===== config.mk =====
export PLATFORM = sky130hd
export DESIGN_NAME = decode_stage
export DESIGN_NICKNAME = d
export VERILOG_FILES = /design/src/rtl/decode_stage.sv
export SDC_FILE = /design/constraint.sdc
export NUM_CORES = 2
export LEC_CHECK = 0
export ABC_CLOCK_PERIOD_IN_PS = 1600
export CORE_ASPECT_RATIO = 0.7
export CORE_UTILIZATION = 25
export DETAILED_ROUTE_END_ITERATION = 16
export GPL_ROUTABILITY_DRIVEN = 0
export SYNTH_ARGS = -nofsm -noshare
export SYNTH_HDL_FRONTEND = slang
export SYNTH_SLANG_ARGS = --single-unit

===== constraint.sdc =====
create_clock -name d_clk -period 1.6 [get_ports d_clk]
set_input_delay 0.48 -clock d_clk [delete_from_list [all_inputs] [get_ports d_clk]]
set_output_delay 0.48 -clock d_clk [all_outputs]
set_load 0.05 [all_outputs]

===== src/rtl/decode_stage.sv =====
// MIPS-subset decode stage: 32-entry register file with write-back bypass,
// instruction decode to ALU operands/op, and a one-deep valid/stall output register.
module decode_stage #(
  parameter int DWIDTH = 32,
  parameter int AWIDTH = 5
) (
  input  logic              d_clk,
  input  logic              d_rst_n,
  input  logic [31:0]       d_i_instr,
  input  logic              d_i_valid,
  output logic              d_o_ready,
  input  logic              d_i_stall,
  input  logic              d_i_flush,
  input  logic              d_i_wb_en,
  input  logic [AWIDTH-1:0] d_i_wb_addr,
  input  logic [DWIDTH-1:0] d_i_wb_data,
  output logic [DWIDTH-1:0] d_o_data_rs,
  output logic [DWIDTH-1:0] d_o_data_rt,
  output logic [3:0]        d_o_funct,
  output logic [AWIDTH-1:0] d_o_rd_addr,
  output logic              d_o_reg_write,
  output logic              d_o_valid,
  output logic              d_o_illegal,
  output logic [15:0]       d_o_issue_cnt
);
  localparam int NREG = 2**AWIDTH;

  logic [DWIDTH-1:0] rf_q [NREG];
  logic [AWIDTH-1:0] rs_a, rt_a, rd_a, dec_dest;
  logic [DWIDTH-1:0] rs_v, rt_v, dec_rt_v, imm_s, imm_z;
  logic [5:0]        opc, fn;
  logic [3:0]        dec_funct;
  logic              dec_legal, capture;
  logic              unused_shamt;

  logic [DWIDTH-1:0] rs_d, rs_q, rt_d, rt_q;
  logic [3:0]        funct_d, funct_q;
  logic [AWIDTH-1:0] rd_d, rd_q;
  logic              rw_d, rw_q, vld_d, vld_q, ill_d, ill_q;
  logic [15:0]       cnt_d, cnt_q;

  assign opc   = d_i_instr[31:26];
  assign fn    = d_i_instr[5:0];
  assign rs_a  = d_i_instr[21 +: AWIDTH];
  assign rt_a  = d_i_instr[16 +: AWIDTH];
  assign rd_a  = d_i_instr[11 +: AWIDTH];
  assign imm_s = {{(DWIDTH-16){d_i_instr[15]}}, d_i_instr[15:0]};
  assign imm_z = {{(DWIDTH-16){1'b0}}, d_i_instr[15:0]};
  assign unused_shamt = ^d_i_instr[10:6];

  always_ff @(posedge d_clk or negedge d_rst_n) begin
    if (!d_rst_n) begin
      for (int i = 0; i < NREG; i++) rf_q[i] <= '0;
    end else if (d_i_wb_en && d_i_wb_addr != '0) begin
      rf_q[d_i_wb_addr] <= d_i_wb_data;
    end
  end

  // Same-cycle write-back is forwarded so an instruction never sees a stale value.
  always_comb begin
    rs_v = rf_q[rs_a];
    if (rs_a == '0) rs_v = '0;
    else if (d_i_wb_en && d_i_wb_addr == rs_a) rs_v = d_i_wb_data;
    rt_v = rf_q[rt_a];
    if (rt_a == '0) rt_v = '0;
    else if (d_i_wb_en && d_i_wb_addr == rt_a) rt_v = d_i_wb_data;
  end

  always_comb begin
    dec_legal = 1'b0;
    dec_funct = 4'd0;
    dec_rt_v  = rt_v;
    dec_dest  = rd_a;
    case (opc)
      6'h00: case (fn)
        6'h20: begin dec_legal = 1'b1; dec_funct = 4'd0; end
        6'h22: begin dec_legal = 1'b1; dec_funct = 4'd1; end
        6'h24: begin dec_legal = 1'b1; dec_funct = 4'd2; end
        6'h25: begin dec_legal = 1'b1; dec_funct = 4'd3; end
        6'h2A: begin dec_legal = 1'b1; dec_funct = 4'd4; end
        default: ;
      endcase
      6'h08: begin dec_legal = 1'b1; dec_funct = 4'd0; dec_rt_v = imm_s; dec_dest = rt_a; end
      6'h0A: begin dec_legal = 1'b1; dec_funct = 4'd4; dec_rt_v = imm_s; dec_dest = rt_a; end
      6'h0C: begin dec_legal = 1'b1; dec_funct = 4'd2; dec_rt_v = imm_z; dec_dest = rt_a; end
      6'h0D: begin dec_legal = 1'b1; dec_funct = 4'd3; dec_rt_v = imm_z; dec_dest = rt_a; end
      default: ;
    endcase
  end

  assign d_o_ready = !vld_q || !d_i_stall;
  assign capture   = d_i_valid && d_o_ready;

  // Flush wins over both capture and stall hold, and suppresses the issue count.
  always_comb begin
    rs_d = rs_q; rt_d = rt_q; funct_d = funct_q; rd_d = rd_q;
    rw_d = rw_q; vld_d = vld_q; ill_d = ill_q; cnt_d = cnt_q;
    if (capture) begin
      rs_d    = rs_v;
      rt_d    = dec_rt_v;
      funct_d = dec_funct;
      rd_d    = dec_dest;
      rw_d    = dec_legal && (dec_dest != '0);
      ill_d   = !dec_legal;
      vld_d   = 1'b1;
      cnt_d   = cnt_q + 16'd1;
    end else if (d_o_ready) begin
      vld_d = 1'b0;
    end
    if (d_i_flush) begin
      vld_d = 1'b0;
      rw_d  = 1'b0;
      ill_d = 1'b0;
      cnt_d = cnt_q;
    end
  end

  always_ff @(posedge d_clk or negedge d_rst_n) begin
    if (!d_rst_n) begin
      rs_q <= '0; rt_q <= '0; funct_q <= '0; rd_q <= '0;
      rw_q <= 1'b0; vld_q <= 1'b0; ill_q <= 1'b0; cnt_q <= '0;
    end else begin
      rs_q <= rs_d; rt_q <= rt_d; funct_q <= funct_d; rd_q <= rd_d;
      rw_q <= rw_d; vld_q <= vld_d; ill_q <= ill_d; cnt_q <= cnt_d;
    end
  end

  assign d_o_data_rs   = rs_q;
  assign d_o_data_rt   = rt_q;
  assign d_o_funct     = funct_q;
  assign d_o_rd_addr   = rd_q;
  assign d_o_reg_write = rw_q;
  assign d_o_valid     = vld_q;
  assign d_o_illegal   = ill_q;
  assign d_o_issue_cnt = cnt_q;
endmodule


==> qor.csv <==
stage,metric,value,unit
timing,timing.final.crit_share,1.225,
yosys,ys_seq_elements,1115,
floorplanning,fp-row-count,147,
setup_path,worstSetupPathType,reg -> out,
route,postRouteAntennaNets,0,
setup_path,crit_end,d_o_ready,
route,drtIter0Drc,4152,
run,cap_violations,0,
clock_network,insertion_delay,770,ps
power,internal_power,65140,µW
setup_path,crit_fanout,3,
timing,slew_headroom,0.2052,
setup_path,cp.required,1120,ps
timing,finClkSkew,31.91,ps
final_layout,final_area,79480,µm²
setup_path,reg2reg_slack,-280,ps
route,post-route-drc-count,0,
power,power_switching,26550,µW
clock_network,cts_tree,yes,
route,wl_per_cell,28.02,µm
status,status,finished with violations,
power,netSwitchingFraction,0.2896,
final_layout,fillCellCount,21960,
clock_network,clk_pin_slew,60,ps
timing,rsz0062_at_grt,yes,
setup_path,crit_path_end_kind,primary output,
worst_hold_path,hp-class,in -> async,
clock_network,numCtsBuffers,121,
power,p_per_area,1154,nW/µm²
route,viasPerCell,5.286,
placement,post_dp_cell_area,72820,µm²
clock_network,cts.path.max_buffers,3,
final_layout,final_common_cell,dfrtp_1,
yosys,ys_warn_count,0,
status,violations,negative setup slack,
route,vias,41200,
timing,worstMarginPinSlew,1189,ps
floorplanning,die_area,235300,µm²
yosys,ys_types,51,
timing,final_max_slew_viol_count,0,
setup_path,worst_ep_arrival_time,1480,ps
setup_path,critPathLaunchType,register,
setup_path,r2r_end,d_o_data_rs[16],
setup_path,r2r_start,d_o_valid,
yosys,syn_inst,3899,
setup_path,r2r_cells,9,
grt,grt_antenna_before_repair,3,
power,leakage,0.03416,µW
yosys,synth-main-ff-cell,dfrtp_1,
yosys,ys_seq_area_frac,0.4783,
placement,portBuffers,166,
grt,grtUsageTotal,0.1845,
floorplanning,fp.dieH,406.2,µm
final_layout,final_nets,4721,
final_layout,final_cell_mix,"dfrtp_1, mux2_2, buf_4",
grt,grt-ovfl-total,0,
timing,final_hold_viol_count,0,
clock_network,cts-root-buf,clkbuf_16,
clock_network,clock-sinks,1115,
power,pwr-share-comb,0.272,
yosys,synth-async-reset-ratio,1.000,
grt,grt_max_degree,95,
floorplanning,ios,168,
timing,setup_ws,-360.2,ps
timing,period_minus_slack,1960,ps
power,clkPwrFrac,0.313,
setup_path,crit_start,d_o_valid,
yosys,synthesis.area,58340,µm²
timing,setup_viol_count_final,173,
power,p_seq_frac,0.415,
timing,finalHoldWorstSlack,185.4,ps
final_layout,drive_above_1_share,0.6233,
clock_network,htreeDepth,3,
yosys,synth_edf_count,0,
power,vdd_drop_max,991.1,µV
timing,max_freq,0.5101,GHz
floorplanning,core-area,230600,µm²
grt,grt_pass1_vias,42590,
floorplanning,initial_core_util,0.2529,
placement,dp_hpwl,143900,µm
route,wirelength,218300,µm
final_layout,syn_to_final_growth,36.24,%
yosys,synthesis.nets,3975,
route,firstDrtPassIters,7,
yosys,synth_area_per_cell,14.96,µm²
grt,grt_pass1_wl,316900,µm
floorplanning,dieWidth,579.4,µm
## cells by family (layout without fill, tap and decap cells)
group	Yosys count	in the layout	share of synthesized area
adder cells (fa/ha/maj)	1	1	0.0002144
other	1	2	0.00006428
XOR/XNOR	25	25	0.003753
multiplexers	1639	1639	0.4130
buffers and inverters	443	1281	0.03423
flip-flops	1115	1115	0.4783
AND/OR/NAND/NOR	286	287	0.02241
AO/OA/AOI/OAI	389	389	0.04802
## Yosys cell counts (18+ instances only)
| cell | count | area (µm²) |
|---|---|---|
| a21oi_1 | 18 | 90.09 |
| a221oi_1 | 32 | 280.3 |
| a22oi_1 | 128 | 960.9 |
| a31oi_1 | 48 | 300.3 |
| a32oi_1 | 18 | 157.7 |
| buf_1 | 65 | 244.0 |
| buf_2 | 104 | 520.5 |
| buf_6 | 21 | 236.5 |
| clkbuf_1 | 235 | 882.1 |
| dfrtp_1 | 1115 | 27900 |
| mux2_1 | 83 | 934.7 |
| mux2_2 | 942 | 10610 |
| mux2i_1 | 102 | 1021 |
| mux4_2 | 512 | 11530 |
| nand2_1 | 133 | 499.2 |
| nand2b_1 | 34 | 212.7 |
| nor2_1 | 64 | 240.2 |
| o211ai_1 | 49 | 367.9 |
| o21a_1 | 18 | 135.1 |
| o21ai_1 | 34 | 170.2 |
## timing repair
action	4_1_cts	5_1_grt
resized for setup	254	79
pin swaps	101	59
hold endpoints to repair	352	0
buffers inserted	89	27
gates cloned	20	2
hold buffers	1	0
setup endpoints to repair	1152	276
## power groups by stage
stage / Sequential [µW] / Clock [µW] / Combinational, µW
after floorplan: 37900 / 0 / 13400
after global placement: 38000 / 0 / 23300
after detailed placement: 38300 / 0 / 23700
after CTS: 37900 / 29200 / 24600
after global routing: 38700 / 30200 / 26300
final: 38100 / 28700 / 24900
## state kept, by name, indices dropped and copies added, names as in the netlist
name / flops
d_o_data_rs: 32
d_o_data_rt: 32
d_o_funct: 3
d_o_illegal: 1
d_o_issue_cnt: 16
d_o_rd_addr: 5
d_o_reg_write: 1
d_o_valid: 1
rf_q: 1024
## critical path, stage by stage (launching register included)
cell	delay, ps
dfrtp_2	410
buf_6	130
nand2_4	50
buf_12	140
## routing by layer
layer	share of wire	wire length [µm]	vias to the layer above	GRT usage
met1	0.43	93850	22470	0.2530
li1	-	-	16570	-
met2	0.46	100500	1717	0.2875
met5	0.000041	9	-	0
met4	0.046	10020	2	0.07441
met3	0.064	13980	436	0.03377
## stage by stage
step                      setup TNS [ps]  utilization  power [µW]  setup WS (ps)  std cells
after floorplan                  -222460            -       51290         -533.2       3899
after global placement          -1052610       0.3157       61380          -1254       7447
after detailed placement        -1065590       0.3157       62050          -1221       7447
after CTS                         -38320       0.3420       91680         -407.2       7768
after global routing              -46340       0.3446       95170         -419.3       7793
final                             -38630       0.3446       91690         -360.2       7793
## cell type report
cell class	count	area, µm²	share of cell area
multi-input combinational	2342	30850	0.3881
sequential	1115	27970	0.3520
timing repair buffer	1060	12850	0.1617
tap	3054	3821	0.04808
clock buffer	177	3440	0.04328
clock inverter	39	523.0	0.006580
inverter	5	18.77	0.0002361
antenna	1	2.502	0.00003148
## worst min path at each step
stage             from        endpoint  slack (ps)  cells past startpoint
2_1_floorplan  d_rst_n  d_o_data_rs[0]         180                      0
3_3_place_gp   d_rst_n       rf_q[287]         330                      1
3_5_place_dp   d_rst_n       rf_q[287]         330                      1
4_1_cts        d_rst_n       rf_q[447]         170                      2
5_1_grt        d_rst_n       rf_q[255]         180                      2
6_report       d_rst_n       rf_q[319]         190                      2
Note: power is estimated with default switching activity, not from simulation.
